--- src/rtl/seven_seg_scan_driver.sv ---
`default_nettype none
// ============================================================================
// Module   : seven_seg_scan_driver
// Brief    : Time-multiplexed N-digit seven-segment driver with double-buffered
//            loads, leading-zero suppression, global blank and per-digit DP.
// Revision : 1.0 - initial release
// ============================================================================
module seven_seg_scan_driver #(
   parameter int NUM_DIGITS  = 4,
   parameter int REFRESH_DIV = 50000,
   parameter int CNT_W       = 16
) (
   input  logic                    Clk,
   input  logic                    Rst,
   input  logic                    LoadEn,
   input  logic [4*NUM_DIGITS-1:0] DataIn,
   input  logic [NUM_DIGITS-1:0]   DpIn,
   input  logic                    LzSuppress,
   input  logic                    BlankEn,
   output logic [6:0]              SegOut,
   output logic                    DpOut,
   output logic [NUM_DIGITS-1:0]   DigitSel,
   output logic                    FrameStart
);

   localparam int               IDX_W       = (NUM_DIGITS > 1) ? $clog2(NUM_DIGITS) : 1;
   localparam logic [CNT_W-1:0] c_cnt_last  = CNT_W'(REFRESH_DIV - 1);
   localparam logic [IDX_W-1:0] c_idx_last  = IDX_W'(NUM_DIGITS - 1);
   localparam logic [6:0]       c_seg_off   = 7'h7F;

   // Segment order {g,f,e,d,c,b,a}, active-low
   function automatic logic [6:0] hex_to_seg(input logic [3:0] nib);
      logic [6:0] seg;
      case (nib)
         4'h0:    seg = 7'h40;
         4'h1:    seg = 7'h79;
         4'h2:    seg = 7'h24;
         4'h3:    seg = 7'h30;
         4'h4:    seg = 7'h19;
         4'h5:    seg = 7'h12;
         4'h6:    seg = 7'h02;
         4'h7:    seg = 7'h78;
         4'h8:    seg = 7'h00;
         4'h9:    seg = 7'h18;
         4'hA:    seg = 7'h08;
         4'hB:    seg = 7'h03;
         4'hC:    seg = 7'h46;
         4'hD:    seg = 7'h21;
         4'hE:    seg = 7'h06;
         default: seg = 7'h0E;
      endcase
      return seg;
   endfunction

   logic [CNT_W-1:0]        cnt_q,        cnt_d;
   logic [IDX_W-1:0]        idx_q,        idx_d;
   logic [4*NUM_DIGITS-1:0] pend_data_q,  pend_data_d;
   logic [NUM_DIGITS-1:0]   pend_dp_q,    pend_dp_d;
   logic                    pend_valid_q, pend_valid_d;
   logic [4*NUM_DIGITS-1:0] disp_data_q,  disp_data_d;
   logic [NUM_DIGITS-1:0]   disp_dp_q,    disp_dp_d;
   logic [6:0]              seg_q,        seg_d;
   logic                    dp_q,         dp_d;
   logic [NUM_DIGITS-1:0]   digit_sel_q,  digit_sel_d;
   logic                    frame_start_q, frame_start_d;

   logic                    tick;
   logic                    frame_bnd;
   logic                    zero_run;
   logic [NUM_DIGITS-1:0]   lz_blank;
   logic [3:0]              cur_nib;
   logic                    cur_dp;
   logic                    cur_lz;

   always_comb begin
      tick      = (cnt_q == c_cnt_last);
      frame_bnd = tick && (idx_q == c_idx_last);

      cnt_d = tick ? '0 : cnt_q + 1'b1;
      idx_d = idx_q;
      if (tick) begin
         idx_d = (idx_q == c_idx_last) ? '0 : idx_q + 1'b1;
      end

      // A load landing on the frame boundary bypasses the pending buffer
      pend_data_d  = pend_data_q;
      pend_dp_d    = pend_dp_q;
      pend_valid_d = pend_valid_q;
      disp_data_d  = disp_data_q;
      disp_dp_d    = disp_dp_q;
      if (LoadEn) begin
         pend_data_d  = DataIn;
         pend_dp_d    = DpIn;
         pend_valid_d = !frame_bnd;
      end else if (frame_bnd) begin
         pend_valid_d = 1'b0;
      end
      if (frame_bnd) begin
         if (LoadEn) begin
            disp_data_d = DataIn;
            disp_dp_d   = DpIn;
         end else if (pend_valid_q) begin
            disp_data_d = pend_data_q;
            disp_dp_d   = pend_dp_q;
         end
      end

      // Digit k is a leading zero when it and every more significant nibble is 0
      zero_run = 1'b1;
      lz_blank = '0;
      for (int k = NUM_DIGITS - 1; k >= 0; k--) begin
         zero_run    = zero_run && (disp_data_q[4*k +: 4] == 4'h0);
         lz_blank[k] = zero_run && (k != 0);
      end

      cur_nib     = 4'h0;
      cur_dp      = 1'b0;
      cur_lz      = 1'b0;
      digit_sel_d = '1;
      for (int k = 0; k < NUM_DIGITS; k++) begin
         if (idx_q == IDX_W'(k)) begin
            cur_nib        = disp_data_q[4*k +: 4];
            cur_dp         = disp_dp_q[k];
            cur_lz         = lz_blank[k];
            digit_sel_d[k] = 1'b0;
         end
      end

      seg_d = hex_to_seg(cur_nib);
      if (BlankEn || (LzSuppress && cur_lz)) begin
         seg_d = c_seg_off;
      end
      dp_d = BlankEn ? 1'b1 : !cur_dp;

      // Digit 0 newly enabled: previous cycle had it off (wrap or reset exit)
      frame_start_d = (idx_q == '0) && digit_sel_q[0];
   end

   always_ff @(posedge Clk) begin
      if (!Rst) begin
         cnt_q         <= '0;
         idx_q         <= '0;
         pend_data_q   <= '0;
         pend_dp_q     <= '0;
         pend_valid_q  <= 1'b0;
         disp_data_q   <= '0;
         disp_dp_q     <= '0;
         seg_q         <= c_seg_off;
         dp_q          <= 1'b1;
         digit_sel_q   <= '1;
         frame_start_q <= 1'b0;
      end else begin
         cnt_q         <= cnt_d;
         idx_q         <= idx_d;
         pend_data_q   <= pend_data_d;
         pend_dp_q     <= pend_dp_d;
         pend_valid_q  <= pend_valid_d;
         disp_data_q   <= disp_data_d;
         disp_dp_q     <= disp_dp_d;
         seg_q         <= seg_d;
         dp_q          <= dp_d;
         digit_sel_q   <= digit_sel_d;
         frame_start_q <= frame_start_d;
      end
   end

   assign SegOut     = seg_q;
   assign DpOut      = dp_q;
   assign DigitSel   = digit_sel_q;
   assign FrameStart = frame_start_q;

endmodule
`default_nettype wire

--- config.mk ---
export PLATFORM = sky130hd
export DESIGN_NAME = seven_seg_scan_driver
export DESIGN_NICKNAME = d
export VERILOG_FILES = /design/src/rtl/seven_seg_scan_driver.sv
export SDC_FILE = /design/constraint.sdc
export NUM_CORES = 1
export LEC_CHECK = 0
export ABC_AREA = 1
export BUFFER_PORTS_ARGS = -buffer_cell sky130_fd_sc_hd__buf_4
export CAP_MARGIN = 5
export CORE_MARGIN = 10
export CORE_UTILIZATION = 39
export DETAILED_ROUTE_END_ITERATION = 10
export SYNTH_ARGS = -nofsm -noshare
export SYNTH_HDL_FRONTEND = slang
export SYNTH_SLANG_ARGS = --single-unit
--- constraint.sdc ---
create_clock -name Clk -period 2.5 [get_ports Clk]
set_input_delay 0.25 -clock Clk [delete_from_list [all_inputs] [get_ports Clk]]
set_output_delay 0.25 -clock Clk [all_outputs]
set_load 0.02 [all_outputs]
==> metrics.txt, run 1 <==
core area around 8300 sq um; Final Instance Area 3890 sq um; Leak 1.64 nW; diode count 0; vias in the first global route 2,736; Critical Path RT 2710 ps; post-layout net count 534; R2R Setup Slk 390 ps; Post-Synth Adder-Cell Area 3.78%; ANT nets after route 0; Reg2Reg Depth 13; share of post-route cells with drive strength above 1 14.3%; most frequent cell after synthesis nand2_1; CP Launch Type register; fin. max-slew vios 0; CTS tree built; clk_skew 9.97 ps; CTS clk-pin slew, worst paths 80 ps; area leader, netlist dfxtp_1; sequential share of the synthesized area 43.5%; mapped cell area between 3000 and 4000 sq um; Die Wd 112 um; Detailed Place HPWL roughly 5500 um; Synth Area in Compound Gates 10.2%; Worst Tran Pin Value 656 ps; Synth Register Bits 72; Syn Nets 501; drt wl/cell 12.6 um; Reg2Reg Capture Point SegOut[3]$_SDFF_PP1_; Final Hold Fails 0; # DRC 0; setup TNS 0 ps; status completed; initial core utilization 40.1%; async set-reset flop share out of synthesis 0%; CTS Buffer Depth 2; WHS Path Cells 2; initial antenna violation count 0; critical hold path startpoint Rst; GRT overflow 0; total of max-cap violations 0; P&R area growth vs syn 17.4%; PwrDens 625 nW/um^2; total power 2.43 mW; Worst slew margin 56.2%; die outline height 112 um; Setup Buffers After CTS 0; Final setup viols 0; DIE AREA 12,600 sq um; DR iter-0 viols 184; achievable clock frequency 475 MHz; Synth Area in XOR/XNOR less than 1%; Synth Flop Type dfxtp_1; largest family of logic cells by synthesized area simple AND/OR/NAND/NOR gates; Final period util 84.3%; unrepaired setup endpoints after global routing no; Synth top area share 43.5%; Distinct cells, synth 30; via count 2,986; Hold Path Sink DigitSel[3]$_SDFF_PN1_; Fill cells slightly below 900; clk_lat worst skew 350 ps; setup ws final 393 ps; Hold Crit Class in -> reg; CP Capture Type register; cts repair resizes 0; Commonest cells post-synth 152 x nand2_1, 72 x dfxtp_1, 58 x a21oi_1; CTS root buffer clkbuf_8; YS warnings 0; FP Rows 33; number of enable flip-flop cells after synthesis 0; TritonCTS Buffers 9; mux cell area share after synthesis 0%; Sink Count 72; post-placement setup slack between 400 and 500 ps; H-tree depth 3; Top Ports 38; Worst Path Max Fanout 7; Post-Synth Simple-Gate Area 35.2%; ranking of synthesized cells by area dfxtp_1 44%, nand2_1 17%, a21oi_1 8.8%, nand4_1 4.5%, nor2_1 4.5%; min Tclk post-route around 2100 ps; vias per inst 4.90; GRT Overall Usage 12.1%; GPL Wtd Cong 0.854; maximum vdd drop 0.000224 V; hold_buf cts 0; Placed Instance Area 3650 sq um; Port Buffer Count 37; Post-Syn Instances 466; Core Util, Final 47.1%; Critical Path AT 2310 ps; post-synthesis area per instance 7.11 sq um; largest net degree at the start of global routing 25; Detailed Route WL 7660 um; critical path class reg -> reg; first-pass GRT wire length 12,900 um; DR pass1 iterations 4; reg2reg start idx_q[1]$_SDFFE_PN0N_
==> final cells by class <==
class | count | area, sq um | area share, %
flip-flops and latches | 72 | 1440 | 37.1
clock inverters | 6 | 108 | 2.77
well taps | 105 | 131 | 3.38
multi-input cells | 341 | 1650 | 42.3
repair buffers | 41 | 308 | 7.92
inverters | 34 | 128 | 3.28
clock buffers | 10 | 128 | 3.28
==> metrics by stage <==
stage | hold WS, ps | std cells
floorplan | 319 | 466
CTS | 92.4 | 609
detailed placement | 429 | 593
finish | 104 | 609
global route | 101 | 609
global placement | 416 | 593
==> flip-flops by register name, summed over array words and instances, names as in the netlist <==
register / cells
idx_q: 2
pend_data_q: 16
pend_dp_q: 4
disp_dp_q: 4
DigitSel: 4
FrameStart: 1
disp_data_q: 16
SegOut: 7
DpOut: 1
pend_valid_q: 1
cnt_q: 16
==> worst max path at each step <==
stage               slack, ps                   from                    to  cells after the start
floorplan                 690  idx_q[1]$_SDFFE_PN0N_  SegOut[3]$_SDFF_PP1_                     13
finish                    390  idx_q[1]$_SDFFE_PN0N_  SegOut[3]$_SDFF_PP1_                     13
CTS                       410  idx_q[1]$_SDFFE_PN0N_  SegOut[3]$_SDFF_PP1_                     13
detailed placement        420  idx_q[1]$_SDFFE_PN0N_  SegOut[3]$_SDFF_PP1_                     13
global route              130  idx_q[1]$_SDFFE_PN0N_  SegOut[3]$_SDFF_PP1_                     14
global placement          480  idx_q[0]$_SDFFE_PN0N_  SegOut[0]$_SDFF_PP1_                     12
==> worst max-delay path: stages, from the launching register on <==
cell and delay (ps):
dfxtp_1 380, inv_1 80, ha_1 280, inv_1 180, nand3_1 90, nand2_1 80, nand2_1 50, nand2_1 60
nand2_1 140, ha_1 370, nand3_1 90, nand2_1 60, nand2_1 50, nand3_1 70
==> metal layers <==
| layer | vias to the layer above | part of all wire [%] | wire [um] | GRT usage (%) |
|---|---|---|---|---|
| li1 | 1586 | - | - | - |
| met1 | 1323 | 52 | 3990 | 16.7 |
| met2 | 66 | 41 | 3110 | 17.1 |
| met3 | 11 | 5.5 | 424 | 3.30 |
| met4 | 0 | 1.8 | 134 | 5.33 |
| met5 | - | 0 | 0 | 0 |
==> cells by family (layout without fill, tap and decap cells) <==
| kind of cell | after synthesis | in the layout |
|---|---|---|
| flops | 72 | 72 |
| fa+ha+maj | 10 | 10 |
| compound gates | 66 | 66 |
| buf+inv | 53 | 91 |
| xor+xnor | 2 | 2 |
| simple gates | 263 | 263 |
==> power by group <==
part | internal, mW | total, mW | switching [mW] | leakage (nW)
logic | 0.0584 | 0.144 | 0.0856 | 0.934
clock network | 0.660 | 1.10 | 0.443 | 0.116
registers | 1.18 | 1.18 | 0.00887 | 0.587
total | 1.89 | 2.43 | 0.538 | 1.64
==> cells in the final DEF, fill, tap and decap left out, drive strengths merged <==
cell / synthesis / final
or2: 1 / 1
o31ai: 1 / 1
clkinvlp: 0 / 1
xor2: 2 / 2
nand2: 157 / 157
nand3: 27 / 27
a21oi: 58 / 58
o211ai: 1 / 1
nor2: 43 / 43
nor3: 8 / 8
ha: 10 / 10
buf: 12 / 41
inv: 34 / 34
clkinv: 0 / 2
nand3b: 2 / 2
o21ai: 5 / 5
nand4: 24 / 24
clkbuf: 7 / 10
dfxtp: 72 / 72
a21boi: 1 / 1
bufinv: 0 / 3
and2: 1 / 1
Power figures use the tool's default switching activity.
==> run 2: changes to the inputs <==
- clock period: 2.5 -> 1.95 ns (I/O delays scaled with it)
==> metrics.txt, run 2 (synthesis gave the netlist of run 1 again) <==
via count 2,982 (-0.13%); DR pass1 iterations 4 (unchanged); Hold Path Sink DigitSel[2]$_SDFF_PN1_; Worst slew margin 79.2% (+23 points); Most Used Layer, Global Route met2; setup TNS 0 ps (unchanged); P&R area growth vs syn 20.8%; vias per inst 4.83 (-1.6%); maximum vdd drop 0.000359 V (+60%); most frequent cells in the layout 149 x nand2_1, 70 x dfxtp_1, 58 x a21oi_1, 50 x buf_4, 40 x nor2_1; Setup Buffers After CTS 0 (unchanged); non-filler cells, final 618 (+1.5%); worst hold margin 46.6 ps (-57.4 ps); Core Util, Final 48.5% (+1.4 points); CTS clk-pin slew, worst paths 80 ps (about the same); CP Capture Type register; Detailed Place HPWL 5580 um (+0.95%); CTS Buffer Depth 2 (unchanged); fin. max-slew vios 0 (unchanged); # DRC 0 (unchanged); status completed; CTS root buffer clkbuf_8; GR Util met1 16.0% (-0.70 points); Reg2Reg Capture Point SegOut[6]$_SDFF_PP1_; Reg2Reg Depth 14 (+1); setup ws final 160 ps (-233 ps); clk_skew 9.68 ps (-0.294 ps); DP Cell Count 602 (+1.5%); Top Registers cnt_q (16), disp_data_q (16), pend_data_q (16); Critical Path RT 2200 ps (-510 ps); DIE AREA 12,600 sq um (unchanged); FP Rows 33 (unchanged); share of post-route cells with drive strength above 1 17.9% (+3.6 points); Critical Path AT 2040 ps (-270 ps); ANT nets after route 0 (unchanged); achievable clock frequency 559 MHz (+18%); drt wl/cell 12.3 um (-2.5%); first-pass GRT wire length 12,900 um (+0.11%); R2R Setup Slk 160 ps (-230 ps); met2 track demand over resource 17.9% (+0.85 points); Final setup viols 0 (unchanged); GRT overflow 0 (unchanged); Leak 1.69 nW (+3.0%); Worst Tran Pin Value 312 ps (-344 ps); initial antenna violation count 0 (unchanged); Worst Path Max Fanout 4 (-3); cts repair resizes 0 (unchanged); reg2reg start idx_q[1]$_SDFFE_PN0N_; H-tree depth 3 (unchanged); min Tclk post-route 1790 ps (-317 ps); PwrDens 786 nW/um^2 (+26%); diode count 0 (unchanged); post-layout net count 543 (+1.7%); Sink Count 72 (unchanged); CTS tree built; commonest non-fill, non-tap cell in the layout nand2_1; GPL Wtd Cong 0.870 (+1.9%); core area 8260 sq um (unchanged); Hold Crit Class in -> reg; Die Wd 112 um (unchanged); DR iter-0 viols 142 (-23%); largest net degree at the start of global routing 30 (+20%); Detailed Route WL 7570 um (-1.1%); critical path class reg -> reg; critical hold path startpoint Rst; post-placement setup slack 66.4 ps (-353 ps); GRT Overall Usage 12.2% (+0.090 points); clk_lat worst skew 350 ps (about the same); Final Hold Fails 0 (unchanged); Final period util 91.8% (+7.5 points); Top Ports 38 (unchanged); total of max-cap violations 0 (unchanged); CP Launch Type register; die outline height 112 um (unchanged); vias in the first global route 2,783 (+1.7%); WHS Path Cells 2 (unchanged); met3 Usage GRT 4.21% (+0.91 points); hold_buf cts 0 (unchanged); initial core utilization 40.1% (unchanged); TritonCTS Buffers 9 (unchanged); Port Buffer Count 37 (unchanged)
-- run 2: cell types whose count changed in the layout (fill, tap and decap cells not counted), moves of 2 or more --
cell / change
dfxtp_2: +2
dfxtp_1: -2
ha_1: -3
nand2_2: +3
inv_1: -3
buf_4: +9
ha_2: +2
inv_2: +3
nand2_1: -3
-- run 2: per-layer routing --
| metal | part of all wire (%) | up-vias |
|---|---|---|
| met1 | 50 | 1313 |
| met4 | 1.7 | 0 |
| met2 | 42 | 57 |
| met3 | 5.9 | 9 |
| met5 | 0 | - |
| li1 | - | 1603 |
-- run 2: worst max-delay path by stage --
stage	from	to	slack [ps]	depth (start not counted)
6_report	idx_q[1]$_SDFFE_PN0N_	SegOut[6]$_SDFF_PP1_	160	14
5_1_grt	idx_q[0]$_SDFFE_PN0N_	SegOut[3]$_SDFF_PP1_	-20	11
4_1_cts	idx_q[1]$_SDFFE_PN0N_	SegOut[3]$_SDFF_PP1_	40	13
3_5_place_dp	idx_q[1]$_SDFFE_PN0N_	SegOut[3]$_SDFF_PP1_	70	13
3_3_place_gp	idx_q[1]$_SDFFE_PN0N_	SegOut[3]$_SDFF_PP1_	130	13
2_1_floorplan	idx_q[1]$_SDFFE_PN0N_	SegOut[3]$_SDFF_PP1_	140	13
-- run 2: cell type report --
type	instances	area, sq um
timing repair buffer	50	375
clock buffer	11	141
sequential	72	1440
tap	105	131
clock inverter	5	104
inverter	34	128
multi-input combinational	341	1680
fill	863	4260
-- run 2: power by group --
part / switching (mW) / internal, mW / leakage [nW]
Clock: 0.554 / 0.885 / 0.124
Sequential: 0.0117 / 1.51 / 0.588
Combinational: 0.109 / 0.0774 / 0.974
-- run 2: through the flow --
step,instance area [sq um],power (mW)
4_1_cts,3970,3.19
6_report,4000,3.15
2_1_floorplan,3310,1.66
5_1_grt,4000,3.27
3_5_place_dp,3720,1.74
3_3_place_gp,3720,1.74
-- run 2: worst max-delay path: stages, from the launching register on --
cell and delay [ps]:
dfxtp_2 360, inv_1 60, ha_1 220, inv_1 100, nand3_1 80, nand2_1 60
nand2_1 50, nand2_1 60, nand2_2 90, buf_4 150, ha_1 180, nand2_1 90
nor2_1 40, nor2_1 100, nand2_1 50
==> run 3: changes to the inputs <==
- clock period: 1.95 -> 1.8 ns (I/O delays scaled with it)
==> metrics.txt, run 3 (synthesis gave the netlist of run 1 again) <==
status completed; clk_lat worst skew 340 ps (about the same); Worst Path Max Fanout 4 (unchanged); PwrDens 728 nW/um^2 (-7.4%); commonest non-fill, non-tap cell in the layout nand2_1; Detailed Route WL 7720 um (+2.0%); CTS root buffer clkbuf_8; unrepaired setup endpoints after global routing yes; Final Hold Fails 0 (unchanged); GRT Overall Usage 12.0% (-0.15 points); GRT overflow 0 (unchanged); initial antenna violation count 0 (unchanged); CTS Buffer Depth 2 (unchanged); P&R area growth vs syn 25.1%; CP Capture Type register; Critical Path RT 2030 ps (-170 ps); Port Buffer Count 37 (unchanged); GR Util met1 16.1% (+0.10 points); fin. max-slew vios 0 (unchanged); post-layout net count 553 (+1.8%); H-tree depth 3 (unchanged); initial core utilization 40.1% (unchanged); min Tclk post-route 1720 ps (-65.0 ps); CP Launch Type register; DR iter-0 viols 113 (-20%); hold_buf cts 0 (unchanged); core area 8260 sq um (unchanged); Die Wd 112 um (unchanged); Sink Count 72 (unchanged); Worst Tran Pin Value 459 ps (+147 ps); CTS tree built; most frequent cells in the layout 147 x nand2_1, 70 x dfxtp_1, 57 x buf_4, 56 x a21oi_1, 39 x nor2_1; met2 track demand over resource 17.5% (-0.42 points); achievable clock frequency 580 MHz (+3.8%); first-pass GRT wire length 13,000 um (+0.38%); Final setup viols 0 (unchanged); clk_skew 8.08 ps (-1.60 ps); Critical Path AT 1950 ps (-90 ps); Most Used Layer, Global Route met2; TritonCTS Buffers 9 (unchanged); FP Rows 33 (unchanged); ANT nets after route 0 (unchanged); Worst Path Buf+Inv 3 (unchanged); CTS clk-pin slew, worst paths 70 ps (about the same); worst hold margin 41.6 ps (-4.99 ps); Final period util 95.8% (+4.0 points); GPL Wtd Cong 0.852 (-2.1%); share of post-route cells with drive strength above 1 22.2% (+4.2 points); vias per inst 4.85 (+0.45%); diode count 0 (unchanged); cell family with most CP delay simple AND/OR/NAND/NOR gates; DR pass1 iterations 4 (unchanged); worst path cell trace inv_4, ha_4, inv_2, nand3_1, nand2_1, nand2_1, nand2_1, nand2_2, ha_4, inv_1, nand2_1, nand2_1, nand2_1, nand3_1; Max stage delay on crit path 400 ps (+40 ps); total of max-cap violations 0 (unchanged); maximum vdd drop 0.000296 V (-17%); Core Util, Final 50.2% (+1.7 points); drt wl/cell 12.3 um (+0.36%); critical path class reg -> reg; die outline height 112 um (unchanged); Worst slew margin 69.4% (-9.8 points); Leak 1.72 nW (+2.0%); total power 3.02 mW (-4.1%); Top Ports 38 (unchanged); Hold Crit Class in -> reg; DIE AREA 12,600 sq um (unchanged); slowest cell on the critical path dfxtp_4; Top Registers cnt_q (16), disp_data_q (16), pend_data_q (16); largest net degree at the start of global routing 44 (+47%); via count 3,044 (+2.1%); Crit path top cell by count nand2_1; # DRC 0 (unchanged); Detailed Place HPWL 5700 um (+2.1%); met3 Usage GRT 3.25% (-0.96 points); vias in the first global route 2,871 (+3.2%); setup TNS 0 ps (unchanged)
run 3: where the power goes:
part           total, mW  switching (mW)  leakage (nW)  internal, mW
clock               1.17           0.600        0.0951         0.570
sequential          1.64          0.0127         0.589          1.63
combinational      0.204           0.119          1.04        0.0853
total               3.02           0.732          1.72          2.29
run 3: what timing repair did:
| item | CTS | global route |
|---|---|---|
| setup buffers | 0 | 2 |
| setup endpoints to repair | 6 | 27 |
| resized for setup | 6 | 32 |
| pin swaps | 0 | 6 |
run 3: path summary, 6_finish.rpt:
kind,from,endpoint,slack (ps),depth (start not counted)
max reg2reg,idx_q[1]$_SDFFE_PN0N_,SegOut[3]$_SDFF_PP1_,80,14
max,idx_q[1]$_SDFFE_PN0N_,SegOut[3]$_SDFF_PP1_,80,14
min reg2reg,DigitSel[0]$_SDFF_PN1_,FrameStart$_SDFF_PN0_,430,2
min,Rst,DigitSel[3]$_SDFF_PN1_,40,2
run 3: worst reg2reg max path, cell delays in order, from the launching register on:
cell	delay [ps]
dfxtp_4	400
inv_4	60
ha_4	170
inv_2	60
nand3_1	60
nand2_1	70
nand2_1	50
nand2_1	70
nand2_2	100
ha_4	290
inv_1	40
nand2_1	80
nand2_1	60
nand2_1	50
nand3_1	70
run 3: through the flow:
stage | std cells | instance area [sq um] | worst slack (ps)
6_report | 628 | 4140 | 75.4
5_1_grt | 628 | 4140 | -24.1
4_1_cts | 626 | 4000 | 21.3
3_5_place_dp | 610 | 3790 | -49.6
3_3_place_gp | 610 | 3790 | 17.5
2_1_floorplan | 466 | 3310 | 22.8
run 3: metal layers:
layer  part of all wire, %  wire, um
met1                    50      3830
met2                    43      3350
met5                     0         0
met3                   5.6       431
met4                   1.4       107
run 3: cell type report:
type                       count  area [sq um]
tap                          105           131
clock buffer                  11           151
fill                         825          4110
inverter                      34           133
multi-input combinational    341          1780
sequential                    72          1450
clock inverter                 5          31.3
timing repair buffer          60           470
